File: src/rtl/pc_gen_pkg.sv
// pc_gen_pkg: shared types and constants for the fetch-PC generator.
//   INST_BYTES   : fall-through increment between sequential fetches.
//   BTB_FIELD_W  : storage width of BTB tag/target fields (widest supported XLEN).
//   CTR_*        : 2-bit saturating direction counter encodings.
//   btb_entry_t  : one BTB entry {valid, tag, target, ctr}.
package pc_gen_pkg;

  localparam int INST_BYTES  = 4;
  localparam int BTB_FIELD_W = 64;

  localparam logic [1:0] CTR_SNT   = 2'd0;
  localparam logic [1:0] CTR_WNT   = 2'd1;
  localparam logic [1:0] CTR_WT    = 2'd2;
  localparam logic [1:0] CTR_ST    = 2'd3;
  // New entries start weakly taken so one not-taken outcome flips them.
  localparam logic [1:0] CTR_ALLOC = CTR_WT;

  // Tag and target are zero-extended into fixed-width fields so the type can
  // live in the package independent of XLEN / BTB_ENTRIES.
  typedef struct packed {
    logic                   valid;
    logic [BTB_FIELD_W-1:0] tag;
    logic [BTB_FIELD_W-1:0] target;
    logic [1:0]             ctr;
  } btb_entry_t;

endpackage

File: src/rtl/pc_gen_if.sv
// pc_gen_if: fetch-side bus of the PC generator.
//   Inputs to pc_gen : stall, redirect_valid/redirect_pc,
//                      upd_valid/upd_pc/upd_taken/upd_target.
//   Outputs          : pc, pc_valid, pred_taken, pred_target.
// Modports: slave = the PC generator, master = the pipeline driving it.
interface pc_gen_if #(
  parameter int XLEN = 32
);
  logic            stall;
  logic            redirect_valid;
  logic [XLEN-1:0] redirect_pc;
  logic            upd_valid;
  logic [XLEN-1:0] upd_pc;
  logic            upd_taken;
  logic [XLEN-1:0] upd_target;
  logic [XLEN-1:0] pc;
  logic            pc_valid;
  logic            pred_taken;
  logic [XLEN-1:0] pred_target;

  modport master (
    output stall, redirect_valid, redirect_pc,
           upd_valid, upd_pc, upd_taken, upd_target,
    input  pc, pc_valid, pred_taken, pred_target
  );

  modport slave (
    input  stall, redirect_valid, redirect_pc,
           upd_valid, upd_pc, upd_taken, upd_target,
    output pc, pc_valid, pred_taken, pred_target
  );
endinterface

File: src/rtl/pc_gen_btb.sv
// pc_gen_btb: direct-mapped branch target buffer with 2-bit counters.
//   clk, rst_n     : clock / async active-low reset (clears all entries).
//   lookup_pc      : current fetch PC, looked up combinationally.
//   upd_*          : training event from execute, applied at the clock edge.
//   hit_taken      : entry hits and its counter predicts taken.
//   hit_target     : stored target of the looked-up entry.
// Index = pc[IDX+1:2], tag = pc[XLEN-1:IDX+2].
module pc_gen_btb
  import pc_gen_pkg::*;
#(
  parameter int XLEN        = 32,
  parameter int BTB_ENTRIES = 16
) (
  input  logic            clk,
  input  logic            rst_n,
  input  logic [XLEN-1:0] lookup_pc,
  input  logic            upd_valid,
  input  logic [XLEN-1:0] upd_pc,
  input  logic            upd_taken,
  input  logic [XLEN-1:0] upd_target,
  output logic            hit_taken,
  output logic [XLEN-1:0] hit_target
);
  localparam int IDX = $clog2(BTB_ENTRIES);

  btb_entry_t             mem [BTB_ENTRIES];
  logic [IDX-1:0]         lk_idx, up_idx;
  logic [BTB_FIELD_W-1:0] lk_tag, up_tag;
  btb_entry_t             lk_e, up_e;
  logic                   up_hit;

  // Shifts (not part-selects) so tag/index derive from the whole PC word.
  assign lk_idx = IDX'(lookup_pc >> 2);
  assign lk_tag = BTB_FIELD_W'(lookup_pc >> (IDX + 2));
  assign up_idx = IDX'(upd_pc >> 2);
  assign up_tag = BTB_FIELD_W'(upd_pc >> (IDX + 2));

  // Lookup reads the registered array, so a same-cycle update to the same
  // index is only seen from the next cycle.
  assign lk_e       = mem[lk_idx];
  assign hit_taken  = lk_e.valid && (lk_e.tag == lk_tag) && lk_e.ctr[1];
  assign hit_target = XLEN'(lk_e.target);

  assign up_e   = mem[up_idx];
  assign up_hit = up_e.valid && (up_e.tag == up_tag);

  always_ff @(posedge clk or negedge rst_n) begin
    if (!rst_n) begin
      // NOTE: the array is small and must come out of reset with every entry
      // invalid and its counter cleared, so it is built from resettable flops
      // rather than an SRAM macro; clearing the whole entry keeps it simple.
      for (int i = 0; i < BTB_ENTRIES; i++) mem[i] <= '0;
    end else if (upd_valid) begin
      if (up_hit) begin
        if (upd_taken) begin
          if (up_e.ctr != CTR_ST) mem[up_idx].ctr <= up_e.ctr + 2'd1;
          mem[up_idx].target <= BTB_FIELD_W'(upd_target & ~XLEN'(3));
        end else if (up_e.ctr != CTR_SNT) begin
          mem[up_idx].ctr <= up_e.ctr - 2'd1;
        end
      end else if (upd_taken) begin
        // Miss + taken allocates, evicting whatever aliased into this index.
        mem[up_idx] <= '{valid:  1'b1,
                         tag:    up_tag,
                         target: BTB_FIELD_W'(upd_target & ~XLEN'(3)),
                         ctr:    CTR_ALLOC};
      end
    end
  end

endmodule

File: src/rtl/pc_gen.sv
// pc_gen: fetch program counter register and next-PC selection.
//   clk, rst_n : clock / async active-low reset (pc <= RESET_PC, pc_valid <= 0).
//   bus        : pc_gen_if.slave carrying stall, redirect, BTB training and
//                the pc / pc_valid / pred_taken / pred_target outputs.
// Next-PC priority: redirect (overrides stall) > stall (hold) > pred_target.
// Build option: define PC_GEN_BTB_EN to include the branch target buffer;
// without it prediction is always fall-through and training is ignored.
module pc_gen
  import pc_gen_pkg::*;
#(
  parameter int              XLEN        = 32,
  parameter logic [XLEN-1:0] RESET_PC    = '0,
  parameter int              BTB_ENTRIES = 16
) (
  input logic     clk,
  input logic     rst_n,
  pc_gen_if.slave bus
);
  logic [XLEN-1:0] pc_q, pc_d;
  logic            pc_valid_q;
  logic [XLEN-1:0] fall_through;
  logic            pred_taken;
  logic [XLEN-1:0] pred_target;

  // Wraps modulo 2^XLEN with no overflow indication.
  assign fall_through = pc_q + XLEN'(INST_BYTES);

`ifdef PC_GEN_BTB_EN
  logic            hit_taken;
  logic [XLEN-1:0] hit_target;

  pc_gen_btb #(
    .XLEN        (XLEN),
    .BTB_ENTRIES (BTB_ENTRIES)
  ) u_btb (
    .clk        (clk),
    .rst_n      (rst_n),
    .lookup_pc  (pc_q),
    .upd_valid  (bus.upd_valid),
    .upd_pc     (bus.upd_pc),
    .upd_taken  (bus.upd_taken),
    .upd_target (bus.upd_target),
    .hit_taken  (hit_taken),
    .hit_target (hit_target)
  );

  assign pred_taken  = hit_taken;
  assign pred_target = hit_taken ? hit_target : fall_through;
`else
  assign pred_taken  = 1'b0;
  assign pred_target = fall_through;
`endif

  always_comb begin
    // NOTE: pc_d gets its default first so every path assigns it and no latch
    // is inferred; combinational logic uses blocking '=' throughout.
    pc_d = pc_q;
    if (bus.redirect_valid) pc_d = bus.redirect_pc & ~XLEN'(3);
    else if (!bus.stall)    pc_d = pred_target;
  end

  always_ff @(posedge clk or negedge rst_n) begin
    if (!rst_n) begin
      pc_q       <= RESET_PC;
      pc_valid_q <= 1'b0;
    end else begin
      // NOTE: state registers use non-blocking '<=' so every flop samples
      // pre-edge values regardless of statement order.
      pc_q       <= pc_d;
      pc_valid_q <= 1'b1;
    end
  end

  assign bus.pc          = pc_q;
  assign bus.pc_valid    = pc_valid_q;
  assign bus.pred_taken  = pred_taken;
  assign bus.pred_target = pred_target;

endmodule

File: src/flat_wrapper.sv
// flat-port wrapper written by rule: the top's interface ports become plain ports
module pc_gen_flat import pc_gen_pkg::*;
#(
  parameter int              XLEN        = 32,
  parameter logic [XLEN-1:0] RESET_PC    = '0,
  parameter int              BTB_ENTRIES = 16
)
  (clk, rst_n, bus_stall, bus_redirect_valid, bus_redirect_pc, bus_upd_valid, bus_upd_pc, bus_upd_taken, bus_upd_target, bus_pc, bus_pc_valid, bus_pred_taken, bus_pred_target);
  pc_gen_if #(.XLEN(XLEN)) bus_i ();
  input logic clk;
  input logic rst_n;
  input wire logic [$bits(bus_i.stall)-1:0] bus_stall;
  input wire logic [$bits(bus_i.redirect_valid)-1:0] bus_redirect_valid;
  input wire logic [$bits(bus_i.redirect_pc)-1:0] bus_redirect_pc;
  input wire logic [$bits(bus_i.upd_valid)-1:0] bus_upd_valid;
  input wire logic [$bits(bus_i.upd_pc)-1:0] bus_upd_pc;
  input wire logic [$bits(bus_i.upd_taken)-1:0] bus_upd_taken;
  input wire logic [$bits(bus_i.upd_target)-1:0] bus_upd_target;
  output wire logic [$bits(bus_i.pc)-1:0] bus_pc;
  output wire logic [$bits(bus_i.pc_valid)-1:0] bus_pc_valid;
  output wire logic [$bits(bus_i.pred_taken)-1:0] bus_pred_taken;
  output wire logic [$bits(bus_i.pred_target)-1:0] bus_pred_target;
  assign bus_i.stall = bus_stall;
  assign bus_i.redirect_valid = bus_redirect_valid;
  assign bus_i.redirect_pc = bus_redirect_pc;
  assign bus_i.upd_valid = bus_upd_valid;
  assign bus_i.upd_pc = bus_upd_pc;
  assign bus_i.upd_taken = bus_upd_taken;
  assign bus_i.upd_target = bus_upd_target;
  assign bus_pc = bus_i.pc;
  assign bus_pc_valid = bus_i.pc_valid;
  assign bus_pred_taken = bus_i.pred_taken;
  assign bus_pred_target = bus_i.pred_target;
  pc_gen #(.XLEN(XLEN), .RESET_PC(RESET_PC), .BTB_ENTRIES(BTB_ENTRIES)) u_core (.clk(clk), .rst_n(rst_n), .bus(bus_i));
endmodule
File: config.mk
export PLATFORM = sky130hd
export DESIGN_NAME = pc_gen_flat
export DESIGN_NICKNAME = d
export VERILOG_FILES = /design/src/rtl/pc_gen_pkg.sv /design/src/rtl/pc_gen_if.sv /design/src/rtl/pc_gen_btb.sv /design/src/rtl/pc_gen.sv /design/src/flat_wrapper.sv
export SDC_FILE = /design/constraint.sdc
export NUM_CORES = 1
export LEC_CHECK = 0
export ABC_AREA = 1
export CAP_MARGIN = 0
export CORE_ASPECT_RATIO = 0.8
export CORE_MARGIN = 3
export CORE_UTILIZATION = 30
export DETAILED_ROUTE_END_ITERATION = 8
export PLACE_DENSITY = 0.73
export SLEW_MARGIN = 10
export SYNTH_ARGS = -nofsm -noshare
export SYNTH_HDL_FRONTEND = slang
export SYNTH_SLANG_ARGS = --single-unit
File: constraint.sdc
create_clock -name clk -period 1.75 [get_ports clk]
set_input_delay 0.35 -clock clk [delete_from_list [all_inputs] [get_ports clk]]
set_output_delay 0.35 -clock clk [all_outputs]
set_load 0.01 [all_outputs]
==> reports/summary.txt <==
gr usage total - 19.5%
metal2 WL - 4.35 mm
gpl congestion - 0.910
min-delay worst type - input port to async pin
failing checks - setup timing
terminus of the critical flop-to-flop path - u_core.bus.pc[9]$_DFFE_PN0N_
TNS Setup - -8.64 ns
CP arrival - 1.82 ns
cell mode on critical path - buf_6
Worst setup SP type - flip-flop
H-tree depth - 2
post-synthesis cell area - 2380 sq um
post-DP HPWL - 6.39 mm
FMAX - 460 MHz
CP max-delay cell - dfrtp_1
Root Buffer - clkbuf_8
internal power - 1.65 mW
Slew HR - 63.1%
Ports - 168
First DRT Iteration DRCs - 184
worst r2r path cells - 13
Worst Setup Path Type - flip-flop to output port
First-pass DRT Iterations - 4
met3 WL post-DR - 688 um
sequential cell area - 777 sq um
Layout Nets - 645
IO Port Bufs - 94
final worst setup slack - -0.422 ns
Cell Chain, Critical Path - nand2_2, nor2_2, nand2_1, nor2_4, buf_6, buf_6, xor2_2, buf_2
library cells used by synthesis - 22
Synth Warn # - 0
largest net degree at the start of global routing - 32
number of fill cells - 679
min Tclk post-route - 2.17 ns
multi-input combinational cell area - 1510 sq um
r2r setup slk - -0.14 ns
Worst-path clk slew - 0.07 ns
Final Non-Filler Cells - 648
layout cells sized above 1 - 32.8%
Num CTS Buffers - 5
Req. time, crit path - 1.40 ns
Die H - 85.7 um
Bufs on Longest Clock Path - 2
critical-path maximum fanout - 3
total gr overflow - 0
first-pass GRT wire length - 14.2 mm
Max stage delay on crit path - 0.42 ns
Slew Limit Fails - 0
clock share of power - 22.1%
Worst-Skew Late Latency - 0.29 ns
final period utilization - 124%
Comb power frac - 43.8%
chip width - 106 um
Post-Syn Instances - 365
Max Cap Viol - 0
vias per cell - 4.52
r2r startpoint - u_core.bus.pc[3]$_DFFE_PN0N_
final WL - 9.24 mm
syn_area_per_cell - 6.52 sq um
RSZ-0062 raised after global routing - true
antenna fix cells - 0
CTS tree - done
WL per Instance - 14.3 um
Switching Share - 35.2%
slew of the pin with the lowest slew margin - 0.554 ns
initial antenna violation count - 0
PD cells - 585 nW/um^2
vias in the first global route - 2983
Setup Viol. Count Final - 28
Routed Antenna Nets - 0
num rows - 28
Tot Pwr - 2.54 mW
Clock Sinks - 31
part of the power in registers - 34.0%
synth-to-layout area growth - 82.5%
P_leak - 2.28 nW
total number of vias - 2932
CORE AREA - 7570 sq um
Worst Skew - 0.00706 ns
Crit. End Element - output port
sw power - 0.894 mW
die area - 9050 sq um
Seq/Total Area, Yosys - 32.6%
outcome - finished with violations
DRC violations left - 0
met1 WL - 3.97 mm
starting density of the core - 31.5%
highest routed layer - met4
final hold violations - 0
Seq cells post-synth - 31
Peak VDD IR - 272 uV
placed instance count - 605
==> synthesized netlist by cell type, drive strengths merged <==
cell type | instances | area, sq um
buf | 8 | 52.6
dfrtp | 31 | 776
xnor2 | 1 | 8.76
nand4 | 1 | 6.26
xor2 | 14 | 168
inv | 56 | 210
o211ai | 4 | 30.0
o21ai | 13 | 65.1
nand3 | 19 | 95.1
clkbuf | 5 | 18.8
conb | 2 | 7.51
a22o | 8 | 70.1
and2 | 3 | 18.8
nand2 | 159 | 627
nor2 | 40 | 215
ha | 1 | 12.5
==> placed cells by master (no fill, tap or decap), drive strengths merged <==
cell type      instances
buf                  113
clkdlybuf4s50         50
clkbuf                 5
and2                   3
dfrtp                 31
o211ai                 4
clkinv                 3
nand4                  1
dlygate4sd2            4
nor2                  40
ha                     1
inv                   56
nand3                 19
o21ai                 13
xnor2                  1
conb                   6
a22o                   8
nand2                159
dlymetal6s2s          12
xor2                  14
==> power groups by stage <==
stage | clock network, mW | registers [mW] | logic, mW
2_1_floorplan | 0 | 0.928 | 0.334
3_3_place_gp | 0 | 0.867 | 1.01
3_5_place_dp | 0 | 0.869 | 1.03
4_1_cts | 0.574 | 0.859 | 1.03
5_1_grt | 0.597 | 0.873 | 1.21
6_report | 0.563 | 0.866 | 1.11
==> stage by stage <==
| step | utilization, % | area [sq um] | hold slack, ns | setup slack [ns] |
|---|---|---|---|---|
| after floorplan | - | 2400 | 0.0544 | 0.0695 |
| after global placement | 50.0 | 3790 | 0.579 | -0.418 |
| after detailed placement | 50.0 | 3790 | 0.616 | -0.432 |
| after CTS | 53.9 | 4080 | 0.488 | -0.380 |
| after global routing | 57.4 | 4350 | 0.512 | -0.466 |
| final | 57.4 | 4350 | 0.474 | -0.422 |
==> registers in the layout, summed over array words and instances (netlist names) <==
| name | cells |
|---|---|
| u_core.bus.pc_valid | 1 |
| u_core.bus.pc | 30 |
==> cell families after synthesis <==
| logic type | Yosys count | share of synthesized area [%] |
|---|---|---|
| adders and majority gates | 1 | 0.525 |
| AOI/OAI and AO/OA | 25 | 6.94 |
| other | 2 | 0.315 |
| xor gates and xnor gates | 15 | 7.41 |
| DFF | 31 | 32.6 |
| buffers and inverters | 69 | 11.8 |
| and+or+nand+nor | 222 | 40.4 |
==> what timing repair did <==
item,in CTS,in global routing
pin swaps,33,18
hold buffers,0,0
gates resized for setup,151,48
buffers inserted,25,11
setup endpoints to repair,31,43
==> metal layers <==
| layer | GRT usage (%) | vias to the layer above |
|---|---|---|
| met5 | 0 | - |
| met4 | 7.06 | 0 |
| met3 | 4.51 | 21 |
| met2 | 32.5 | 122 |
| met1 | 25.0 | 1356 |
| li1 | - | 1433 |
==> worst max-delay path: cells and delay by family (launching register included) <==
| family | cells | cell delay, ns |
|---|---|---|
| xor gates and xnor gates | 1 | 0.13 |
| DFF | 1 | 0.42 |
| buffers and inverters | 3 | 0.38 |
| and+or+nand+nor | 4 | 0.61 |
==> how the worst max path moves through the flow <==
stage | endpoint | startpoint | slack (ns)
2_1_floorplan | bus_pred_target[12] | u_core.bus.pc[3]$_DFFE_PN0N_ | 0.07
3_3_place_gp | bus_pred_target[12] | u_core.bus.pc[2]$_DFFE_PN0N_ | -0.42
3_5_place_dp | bus_pred_target[26] | u_core.bus.pc[2]$_DFFE_PN0N_ | -0.43
4_1_cts | bus_pred_target[12] | u_core.bus.pc[3]$_DFFE_PN0N_ | -0.38
5_1_grt | bus_pred_target[24] | u_core.bus.pc[13]$_DFFE_PN0N_ | -0.47
6_report | bus_pred_target[17] | u_core.bus.pc[9]$_DFFE_PN0N_ | -0.42
==> cell type report <==
| cell class | instances | share of cell area [%] |
|---|---|---|
| clock buffers | 5 | 1.58 |
| clock inverters | 3 | 0.346 |
| repair buffers | 179 | 37.6 |
| well taps | 105 | 3.02 |
| inverters | 56 | 4.84 |
| flip-flops and latches | 31 | 17.9 |
| multi-input cells | 269 | 34.7 |
No activity file was read; power rests on OpenSTA's default activity.
